==> src/rtl/dm9000a_access_sequencer_if.sv <==
// Request/response channel between a command source (init FSM, packet engine)
// and the DM9000A access sequencer.
interface dm9000a_access_sequencer_if;
    logic        req_valid_i;
    logic        req_ready_o;
    logic        req_we_i;
    logic [7:0]  req_idx_i;
    logic [15:0] req_wdata_i;
    logic        rsp_valid_o;
    logic [15:0] rsp_rdata_o;
    logic        busy_o;

    modport master (
        output req_valid_i, req_we_i, req_idx_i, req_wdata_i,
        input  req_ready_o, rsp_valid_o, rsp_rdata_o, busy_o
    );

    modport slave (
        input  req_valid_i, req_we_i, req_idx_i, req_wdata_i,
        output req_ready_o, rsp_valid_o, rsp_rdata_o, busy_o
    );
endinterface

==> src/rtl/dm9000a_access_sequencer.sv <==
// DM9000A register access sequencer: index phase then data phase with programmable
// setup/pulse/hold/recovery. Optional index cache: define DM9000A_IDX_CACHE_EN.
module dm9000a_access_sequencer #(
    parameter int unsigned T_SETUP = 1,
    parameter int unsigned T_PULSE = 3,
    parameter int unsigned T_HOLD  = 1,
    parameter int unsigned T_RECOV = 2
) (
    input  logic                           wb_clk_i,
    input  logic                           wb_rst_n_i,
    dm9000a_access_sequencer_if.slave      req,
    output logic                           oENET_CMD,
    output logic                           oENET_CS_N,
    output logic                           oENET_IOR_N,
    output logic                           oENET_IOW_N,
    output logic [15:0]                    ENET_D_o,
    output logic                           ENET_D_oe,
    input  logic [15:0]                    ENET_D_i
);

    localparam int unsigned TS = (T_SETUP == 0) ? 1 : T_SETUP;
    localparam int unsigned TP = (T_PULSE == 0) ? 1 : T_PULSE;
    localparam int unsigned TH = (T_HOLD  == 0) ? 1 : T_HOLD;
    localparam int unsigned TR = (T_RECOV == 0) ? 1 : T_RECOV;
    localparam int unsigned CW = 16;
    localparam logic HAS_D_RECOV = (TR > 1);

    typedef enum logic [3:0] {
        IDLE, I_SETUP, I_PULSE, I_HOLD, I_RECOV,
        D_SETUP, D_PULSE, D_HOLD, D_RECOV
    } state_t;

    state_t        state_q, state_d;
    logic [CW-1:0] cnt_q, cnt_d;
    logic          cnt_done;
    logic          we_q, we_d;
    logic [7:0]    idx_q, idx_d;
    logic [15:0]   wdata_q, wdata_d;
    logic          skip_index;
    logic          rsp_valid_q;
    logic [15:0]   rsp_rdata_q;

    logic          cmd_d, cs_n_d, ior_n_d, iow_n_d, oe_d;
    logic [15:0]   dout_d;

    // The IDLE cycle is the final data-phase recovery cycle, so D_RECOV runs
    // TR-1 cycles and a waiting request is accepted with no extra gap.
    function automatic logic [CW-1:0] reload(input state_t s);
        case (s)
            I_SETUP, D_SETUP: reload = CW'(TS - 1);
            I_PULSE, D_PULSE: reload = CW'(TP - 1);
            I_HOLD,  D_HOLD:  reload = CW'(TH - 1);
            I_RECOV:          reload = CW'(TR - 1);
            D_RECOV:          reload = CW'(TR - 2);
            default:          reload = '0;
        endcase
    endfunction

    assign cnt_done = (cnt_q == '0);

`ifdef DM9000A_IDX_CACHE_EN
    logic [7:0] cache_idx_q;
    logic       cache_vld_q;

    always_ff @(posedge wb_clk_i or negedge wb_rst_n_i) begin
        if (!wb_rst_n_i) begin
            cache_idx_q <= '0;
            cache_vld_q <= 1'b0;
        end else if (state_q == I_HOLD && cnt_done) begin
            cache_idx_q <= idx_q;
            cache_vld_q <= 1'b1;
        end
    end

    assign skip_index = cache_vld_q && (req.req_idx_i == cache_idx_q);
`else
    assign skip_index = 1'b0;
`endif

    always_comb begin
        state_d = state_q;
        cnt_d   = cnt_q;
        we_d    = we_q;
        idx_d   = idx_q;
        wdata_d = wdata_q;
        case (state_q)
            IDLE: if (req.req_valid_i) begin
                we_d    = req.req_we_i;
                idx_d   = req.req_idx_i;
                wdata_d = req.req_wdata_i;
                state_d = skip_index ? D_SETUP : I_SETUP;
            end
            I_SETUP: if (cnt_done) state_d = I_PULSE;
            I_PULSE: if (cnt_done) state_d = I_HOLD;
            I_HOLD:  if (cnt_done) state_d = I_RECOV;
            I_RECOV: if (cnt_done) state_d = D_SETUP;
            D_SETUP: if (cnt_done) state_d = D_PULSE;
            D_PULSE: if (cnt_done) state_d = D_HOLD;
            D_HOLD:  if (cnt_done) state_d = HAS_D_RECOV ? D_RECOV : IDLE;
            D_RECOV: if (cnt_done) state_d = IDLE;
            default: state_d = IDLE;
        endcase
        if (state_d != state_q) cnt_d = reload(state_d);
        else if (!cnt_done)     cnt_d = cnt_q - CW'(1);
    end

    // Pins are decoded from the next state and registered alongside it.
    always_comb begin
        cmd_d   = oENET_CMD;
        cs_n_d  = 1'b1;
        ior_n_d = 1'b1;
        iow_n_d = 1'b1;
        oe_d    = 1'b0;
        dout_d  = ENET_D_o;
        case (state_d)
            I_SETUP, I_PULSE, I_HOLD: begin
                cmd_d   = 1'b0;
                cs_n_d  = 1'b0;
                oe_d    = 1'b1;
                dout_d  = {8'h00, idx_d};
                iow_n_d = (state_d != I_PULSE);
            end
            D_SETUP, D_PULSE, D_HOLD: begin
                cmd_d  = 1'b1;
                cs_n_d = 1'b0;
                if (we_d) begin
                    oe_d    = 1'b1;
                    dout_d  = wdata_d;
                    iow_n_d = (state_d != D_PULSE);
                end else begin
                    ior_n_d = (state_d != D_PULSE);
                end
            end
            default: ;
        endcase
    end

    always_ff @(posedge wb_clk_i or negedge wb_rst_n_i) begin
        if (!wb_rst_n_i) begin
            state_q     <= IDLE;
            cnt_q       <= '0;
            we_q        <= 1'b0;
            idx_q       <= '0;
            wdata_q     <= '0;
            oENET_CMD   <= 1'b0;
            oENET_CS_N  <= 1'b1;
            oENET_IOR_N <= 1'b1;
            oENET_IOW_N <= 1'b1;
            ENET_D_o    <= '0;
            ENET_D_oe   <= 1'b0;
            rsp_valid_q <= 1'b0;
            rsp_rdata_q <= '0;
        end else begin
            state_q     <= state_d;
            cnt_q       <= cnt_d;
            we_q        <= we_d;
            idx_q       <= idx_d;
            wdata_q     <= wdata_d;
            oENET_CMD   <= cmd_d;
            oENET_CS_N  <= cs_n_d;
            oENET_IOR_N <= ior_n_d;
            oENET_IOW_N <= iow_n_d;
            ENET_D_o    <= dout_d;
            ENET_D_oe   <= oe_d;
            if (state_q == D_PULSE && cnt_done && !we_q) begin
                rsp_valid_q <= 1'b1;
                rsp_rdata_q <= ENET_D_i;
            end else begin
                rsp_valid_q <= 1'b0;
            end
        end
    end

    assign req.req_ready_o = (state_q == IDLE);
    assign req.busy_o      = (state_q != IDLE);
    assign req.rsp_valid_o = rsp_valid_q;
    assign req.rsp_rdata_o = rsp_rdata_q;

endmodule

==> src/flat_wrapper.sv <==
// flat-port wrapper written by rule: the top's interface ports become plain ports
module dm9000a_access_sequencer_flat 
#(
    parameter int unsigned T_SETUP = 1,
    parameter int unsigned T_PULSE = 3,
    parameter int unsigned T_HOLD  = 1,
    parameter int unsigned T_RECOV = 2
)
  (wb_clk_i, wb_rst_n_i, oENET_CMD, oENET_CS_N, oENET_IOR_N, oENET_IOW_N, ENET_D_o, ENET_D_oe, ENET_D_i, req_req_valid_i, req_req_we_i, req_req_idx_i, req_req_wdata_i, req_req_ready_o, req_rsp_valid_o, req_rsp_rdata_o, req_busy_o);
  dm9000a_access_sequencer_if req_i ();
  input  logic wb_clk_i;
  input  logic wb_rst_n_i;
  output logic oENET_CMD;
  output logic oENET_CS_N;
  output logic oENET_IOR_N;
  output logic oENET_IOW_N;
  output logic [15:0] ENET_D_o;
  output logic ENET_D_oe;
  input  logic [15:0] ENET_D_i;
  input wire logic [$bits(req_i.req_valid_i)-1:0] req_req_valid_i;
  input wire logic [$bits(req_i.req_we_i)-1:0] req_req_we_i;
  input wire logic [$bits(req_i.req_idx_i)-1:0] req_req_idx_i;
  input wire logic [$bits(req_i.req_wdata_i)-1:0] req_req_wdata_i;
  output wire logic [$bits(req_i.req_ready_o)-1:0] req_req_ready_o;
  output wire logic [$bits(req_i.rsp_valid_o)-1:0] req_rsp_valid_o;
  output wire logic [$bits(req_i.rsp_rdata_o)-1:0] req_rsp_rdata_o;
  output wire logic [$bits(req_i.busy_o)-1:0] req_busy_o;
  assign req_i.req_valid_i = req_req_valid_i;
  assign req_i.req_we_i = req_req_we_i;
  assign req_i.req_idx_i = req_req_idx_i;
  assign req_i.req_wdata_i = req_req_wdata_i;
  assign req_req_ready_o = req_i.req_ready_o;
  assign req_rsp_valid_o = req_i.rsp_valid_o;
  assign req_rsp_rdata_o = req_i.rsp_rdata_o;
  assign req_busy_o = req_i.busy_o;
  dm9000a_access_sequencer #(.T_SETUP(T_SETUP), .T_PULSE(T_PULSE), .T_HOLD(T_HOLD), .T_RECOV(T_RECOV)) u_core (.wb_clk_i(wb_clk_i), .wb_rst_n_i(wb_rst_n_i), .req(req_i), .oENET_CMD(oENET_CMD), .oENET_CS_N(oENET_CS_N), .oENET_IOR_N(oENET_IOR_N), .oENET_IOW_N(oENET_IOW_N), .ENET_D_o(ENET_D_o), .ENET_D_oe(ENET_D_oe), .ENET_D_i(ENET_D_i));
endmodule
==> config.mk <==
export PLATFORM = sky130hd
export DESIGN_NAME = dm9000a_access_sequencer_flat
export DESIGN_NICKNAME = d
export VERILOG_FILES = /design/src/rtl/dm9000a_access_sequencer_if.sv /design/src/rtl/dm9000a_access_sequencer.sv /design/src/flat_wrapper.sv
export SDC_FILE = /design/constraint.sdc
export NUM_CORES = 1
export LEC_CHECK = 0
export BUFFER_PORTS_ARGS = -buffer_cell sky130_fd_sc_hd__buf_4
export CAP_MARGIN = 30
export CORE_ASPECT_RATIO = 1.1
export CORE_MARGIN = 2
export CORE_UTILIZATION = 51
export CTS_BUF_LIST = sky130_fd_sc_hd__clkbuf_8
export CTS_CLUSTER_SIZE = 10
export DETAILED_ROUTE_END_ITERATION = 7
export GPL_TIMING_DRIVEN = 1
export HOLD_SLACK_MARGIN = 0.06
export PLACE_DENSITY = 0.83
export SYNTH_ARGS = -nofsm -noshare
export SYNTH_HDL_FRONTEND = slang
export SYNTH_SLANG_ARGS = --single-unit
==> constraint.sdc <==
create_clock -name wb_clk_i -period 2.7 [get_ports wb_clk_i]
set_clock_uncertainty 0.1 [all_clocks]
set_input_delay 0.54 -clock wb_clk_i [delete_from_list [all_inputs] [get_ports wb_clk_i]]
set_output_delay 0.54 -clock wb_clk_i [all_outputs]
set_load 0.1 [all_outputs]
==> flow_summary.toml, run 1 <==
[layout]
n_antenna_cell = 0
area_growth_syn_to_layout_pct = 26.2
drive_gt1_share_pct = 38.6
nets = 452

[clocking]
cts_buffers = 9
cts_sinks = 83
cts_tree = "done"
clk_path_buf_depth = 2
cts_setup_buffers = 0
clk_pin_slew_ps = 80
clk_latency_ps = 340
htreeDepth = 3
cts-root-buf = "clkbuf_8"

[placement]
gp_congestion = 0.846
hpwl_um = 5500
port_buffers = 83

[detailed_routing]
firstDrtPassIters = 8
vias = 2759
remaining_drc_errors = 8
wl_per_cell_um = 15.6
viasPerCell = 5.55
ant_nets = 0
first_iter_violations = 169
wl_um = 7750

[grt]
grt_pass1_vias = 2739
antenna_found_initial = 0
grt_pass1_wl_um = 13100
grt_max_degree = 84
grt_overflow = 0
grt_util_all_layers_pct = 20.6

[power_and_ir_drop]
total_power_mw = 3.39
power.leakage_nw = 2.36
p_per_area_nw_per_um2 = 716
irDropWorstVdd_uv = 461

[die]
rows = 32
ios = 84
die_width_um = 85.8
die_h_um = 94.0
core_um2 = 7090
initial_core_util_pct = 52.9
dieArea_um2 = 8060

[setup_path]
crit_type = "register to register"
crit_start = "u_core.cnt_q[11]$_DFFE_PN0P_"
worst_setup_path_end_kind = "register"
crit_arrival_ps = 2620
rr_worst_depth = 5
rr_endpoint = "u_core.ENET_D_o[0]$_DFFE_PN0P_"
worstPathRequired_ps = 2830
critPathCapture = "u_core.ENET_D_o[0]$_DFFE_PN0P_"
rrSetupSlack_ps = 210
worst-path-max-fanout = 17
setup.worst_path.start_class = "register"
reg2reg_from = "u_core.cnt_q[11]$_DFFE_PN0P_"

[synthesis]
syn_nets = 363
syn_area_um2 = 3750
ys_seq_area_share_pct = 55.5
ys_ff_latch = 83
yosysUniqueCellTypes = 50
avgSynthCellArea_um2 = 11.8
yosysWarnings = 0
synthCells = 318

[outcome]
status = "finished, violations left"
violations = "DRC"

[hold_path]
worst_hold_path_type = "input pin to asynchronous set/reset pin"

[sta]
fmax_mhz = 402
relSlewSlack_pct = 65.5
rsz0062_at_grt = "no"
slew_violations = 0
worst_slew_pin_slew_ps = 513
hold_viol = 0
setup_viol = 0
fin_crit_sh_pct = 92.2
fin_setup_tns_ps = 0
period_needed_ps = 2490

[flow_run]
maxCapViolations = 0
[sequential cells by signal, indices dropped and copies added, names as in the netlist]
register / cells
u_core.ENET_D_o: 16
u_core.ENET_D_oe: 1
u_core.cnt_q: 16
u_core.idx_q: 8
u_core.oENET_CMD: 1
u_core.oENET_CS_N: 1
u_core.oENET_IOR_N: 1
u_core.oENET_IOW_N: 1
u_core.req.rsp_rdata_o: 16
u_core.req.rsp_valid_o: 1
u_core.state_q: 4
u_core.wdata_q: 16
u_core.we_q: 1
[per-layer routing]
layer	vias to the layer above	global-route usage, %	share of wire, %
met5	-	0	0
li1	1303	-	-
met4	0	5.03	0.75
met2	94	35.3	51
met3	7	5.36	6.1
met1	1355	26.1	42
[stage by stage]
step	hold WS (ps)	worst slack (ps)	util, %	area [um2]	instances
after floorplan	144	33.1	-	3780	318
after global placement	368	-32.4	63.6	4510	480
after detailed placement	374	0.563	63.8	4520	481
after CTS	118	112	66.7	4730	497
after global routing	116	15.2	66.8	4740	497
final	104	210	66.8	4740	497
[worst max-delay path: stages, from the launching register on]
cell	delay, ps
dfrtp_1	440
nor4_4	450
and4_1	300
a21boi_2	80
or4_4	620
a222oi_1	390
[report_power, final]
group          switching, mW  internal, mW  total (mW)  leakage [nW]
Clock                  0.438         0.452       0.891        0.0963
Combinational          0.489         0.353       0.842          1.20
Sequential             0.217          1.44        1.66          1.06
Total                   1.14          2.25        3.39          2.36
[worst min-delay path by stage]
stage | slack, ps | depth (start not counted) | end
after floorplan | 140 | 0 | u_core.ENET_D_o[0]$_DFFE_PN0P_
after CTS | 120 | 2 | u_core.wdata_q[14]$_DFF_PN0_
final | 100 | 2 | u_core.ENET_D_o[12]$_DFFE_PN0P_
after global routing | 120 | 2 | u_core.ENET_D_o[12]$_DFFE_PN0P_
after detailed placement | 370 | 2 | u_core.idx_q[1]$_DFF_PN0_
after global placement | 370 | 2 | u_core.idx_q[6]$_DFF_PN0_
[cell usage after synthesis (all sizes together)]
cell type | instances | area (um2)
a211o | 1 | 8.76
a211oi | 3 | 27.5
a21boi | 2 | 18.8
a21o | 1 | 7.51
a21oi | 6 | 30.0
a221oi | 1 | 8.76
a222oi | 8 | 80.1
a31oi | 1 | 6.26
a32o | 8 | 80.1
and3 | 1 | 6.26
and4 | 2 | 18.8
and4b | 1 | 10.0
and4bb | 1 | 12.5
buf | 10 | 66.3
clkbuf | 6 | 22.5
dfrtp | 80 | 2000
dfstp | 3 | 78.8
ha | 1 | 12.5
inv | 25 | 93.8
mux2 | 32 | 360
mux2i | 12 | 120
nand2 | 8 | 30.0
nand2b | 11 | 68.8
nand3 | 5 | 25.0
nand3b | 9 | 67.6
nand4 | 3 | 18.8
nand4b | 1 | 8.76
nor2 | 26 | 97.6
nor2b | 2 | 12.5
nor3 | 9 | 45.0
nor3b | 1 | 7.51
nor4 | 6 | 73.8
o21a | 1 | 7.51
o21ai | 12 | 60.1
o22ai | 2 | 12.5
or3 | 3 | 18.8
or3b | 1 | 8.76
or4 | 1 | 11.3
or4b | 1 | 10.0
xnor2 | 5 | 43.8
xor2 | 6 | 52.6
[final cells by class]
class,instances,area (um2)
fill,521,2350
sequential,83,2080
multi-input combinational,194,1530
timing repair buffer,94,722
clock buffer,10,138
tap,85,106
inverter,25,97.6
clock inverter,6,65.1
[cell families (layout without fill, tap and decap cells)]
logic type / count (synthesis) / after routing / share of synthesized area, %
fa+ha+maj: 1 / 1 / 0.333
buf+inv: 41 / 135 / 4.87
flops: 83 / 83 / 55.5
xor+xnor: 11 / 11 / 2.57
mux: 44 / 44 / 12.8
simple gates: 92 / 92 / 14.7
compound gates: 46 / 46 / 9.27
[repair_timing]
item / 4_1_cts / 5_1_grt
setup endpoints to repair: 2 / 5
resized for setup: 1 / 1
hold buffers: 0 / 0
pin swaps: 0 / 2
[cell usage in the layout, fill, tap and decap left out, types with 3 or more instances in the layout]
cell        instances
buf_4              92
dfrtp_1            80
mux2_2             32
nor2_1             26
inv_1              25
o21ai_0            12
mux2i_1            12
nand2b_1           10
clkbuf_8           10
nand3b_1            9
nor3_1              8
a222oi_1            8
a32o_1              8
nand2_1             7
a21oi_1             6
xor2_1              6
xnor2_1             5
nand3_1             5
clkinvlp_4          4
nand4_1             3
or3_1               3
nor4_1              3
dfstp_2             3
Power figures use the tool's default switching activity.
==> run 2, diff against run 1 <==
--- a/config.mk
+++ b/config.mk
@@ -9,13 +9,13 @@
 export CAP_MARGIN = 30
 export CORE_ASPECT_RATIO = 1.1
 export CORE_MARGIN = 2
-export CORE_UTILIZATION = 51
+export CORE_UTILIZATION = 35
 export CTS_BUF_LIST = sky130_fd_sc_hd__clkbuf_8
 export CTS_CLUSTER_SIZE = 10
 export DETAILED_ROUTE_END_ITERATION = 7
 export GPL_TIMING_DRIVEN = 1
 export HOLD_SLACK_MARGIN = 0.06
-export PLACE_DENSITY = 0.83
+export PLACE_DENSITY = 0.62
 export SYNTH_ARGS = -nofsm -noshare
 export SYNTH_HDL_FRONTEND = slang
 export SYNTH_SLANG_ARGS = --single-unit
==> flow_summary.toml, run 2 (same netlist as run 1, synthesis figures left out) <==
[layout]
regArea_um2 = 2080
most-common-layout-cells = "buf_4, dfrtp_1, mux2_2"
final_common_cell = "buf_4"
drive_gt1_share_pct = 38.9
area_growth_syn_to_layout_pct = 28.3
final_util_pct = 46.3
nets = 454
fill_cells = 962
n_antenna_cell = 0
final_cell_area_um2 = 4810
multi_input_area_um2 = 1530

[setup_path]
worstPathRequired_ps = 2840
setup.worst_path.start_class = "register"
crit_type = "register to register"
crit_start = "u_core.cnt_q[1]$_DFFE_PN0P_"
path_buf_inv = 1
slowest_stage = "or4_4"
worst-path-max-fanout = 17
crit_arrival_ps = 2710
worstPathCellList = "inv_1 -> ha_1 -> nor3b_4 -> and4_2 -> and3_1 -> or4_4 -> a222oi_1"
worst_setup_path_end_kind = "register"
reg2reg_from = "u_core.cnt_q[1]$_DFFE_PN0P_"
cp_top_family = "simple AND/OR/NAND/NOR gates"
slowest_delay_ps = 650

[power_and_ir_drop]
power.leakage_nw = 2.36
p_per_area_nw_per_um2 = 700
total_power_mw = 3.37
irDropWorstVdd_uv = 272

[clocking]
cts_sinks = 83
cts_setup_buffers = 0
clk_path_buf_depth = 2
cts_tree = "done"
htreeDepth = 3
cts_buffers = 9
clk_latency_ps = 360
clk_pin_slew_ps = 100
cts-root-buf = "clkbuf_8"

[sta]
fin_setup_tns_ps = 0
setup_viol = 0
fmax_mhz = 388
relSlewSlack_pct = 61.4
rsz0062_at_grt = "no"
worst_slew_pin_slew_ps = 575
whs_ps = 303
fin_crit_sh_pct = 95.4
period_needed_ps = 2580
hold_viol = 0
slew_violations = 0

[hold_path]
hp-start = "ENET_D_i[5]"
worst_hold_path_type = "input pin to register"

[detailed_routing]
wl_um = 7970
remaining_drc_errors = 0
firstDrtPassIters = 4
ant_nets = 0
first_iter_violations = 122
viasPerCell = 4.93
vias = 2744
wl_per_cell_um = 14.3

[grt]
grt_util_all_layers_pct = 14.8
grt_overflow = 0
grt_pass1_vias = 2789
antenna_found_initial = 0
grt_pass1_wl_um = 13500
grt_max_degree = 43

[die]
die_h_um = 113
initial_core_util_pct = 36.1
rows = 39
ios = 84
die_width_um = 103
core_um2 = 10400
dieArea_um2 = 11600

[flow_run]
maxCapViolations = 0

[outcome]
status = "finished clean"

[placement]
gp_congestion = 0.784
port_buffers = 83
hpwl_um = 5730
placed_cell_area_um2 = 4600
-- run 2: changes by cell type in the layout (fill, tap and decap cells not counted) --
cell,previous run,this run
inv_6,1,0
dlygate4sd3_1,0,1
inv_8,0,4
clkbuf_8,10,9
inv_1,25,24
bufinv_16,1,0
buf_4,92,93
-- run 2: per-layer routing --
metal  track usage (%)  vias to the layer above  part of all wire [%]
met1              19.0                     1346                    43
met4              4.98                        0                  0.93
met5                 0                        -                     0
li1                  -                     1310                     -
met3              3.67                        6                   5.5
met2              24.1                       82                    50
-- run 2: path summary, 6_finish.rpt --
check	end	slack (ps)	cells past startpoint
setup / recovery	u_core.ENET_D_o[5]$_DFFE_PN0P_	120	7
hold reg to reg	u_core.ENET_D_o[11]$_DFFE_PN0P_	400	1
max in group asynchronous	u_core.oENET_IOW_N$_DFF_PN1_	1230	3
setup reg to reg	u_core.ENET_D_o[5]$_DFFE_PN0P_	120	7
min in group asynchronous	u_core.wdata_q[12]$_DFF_PN0_	600	2
hold / removal	u_core.req.rsp_rdata_o[5]$_DFFE_PN0P_	300	2
-- run 2: stage by stage --
step	worst slack, ps	instances
final	124	557
after global routing	3.40	557
after CTS	112	557
after detailed placement	-42.8	540
after global placement	-98.9	539
after floorplan	33.1	318
-- run 2: repair_timing --
action,4_1_cts,5_1_grt
setup endpoints to repair,7,7
hold buffers,1,0
pin swaps,0,1
hold endpoints to repair,13,0
gates resized for setup,1,1
-- run 2: cell type report --
type,count,area share (%)
repair buffers,96,15.4
clock buffers,9,2.57
clock inverters,7,1.40
well taps,143,3.72
inverters,25,2.03
flip-flops and latches,83,43.2
multi-input cells,194,31.7
-- run 2: where the power goes --
group | internal, mW | leakage [nW] | switching [mW] | total [mW]
Clock | 0.359 | 0.0893 | 0.504 | 0.863
Sequential | 1.44 | 1.06 | 0.217 | 1.66
Combinational | 0.355 | 1.21 | 0.491 | 0.846
Total | 2.16 | 2.36 | 1.21 | 3.37
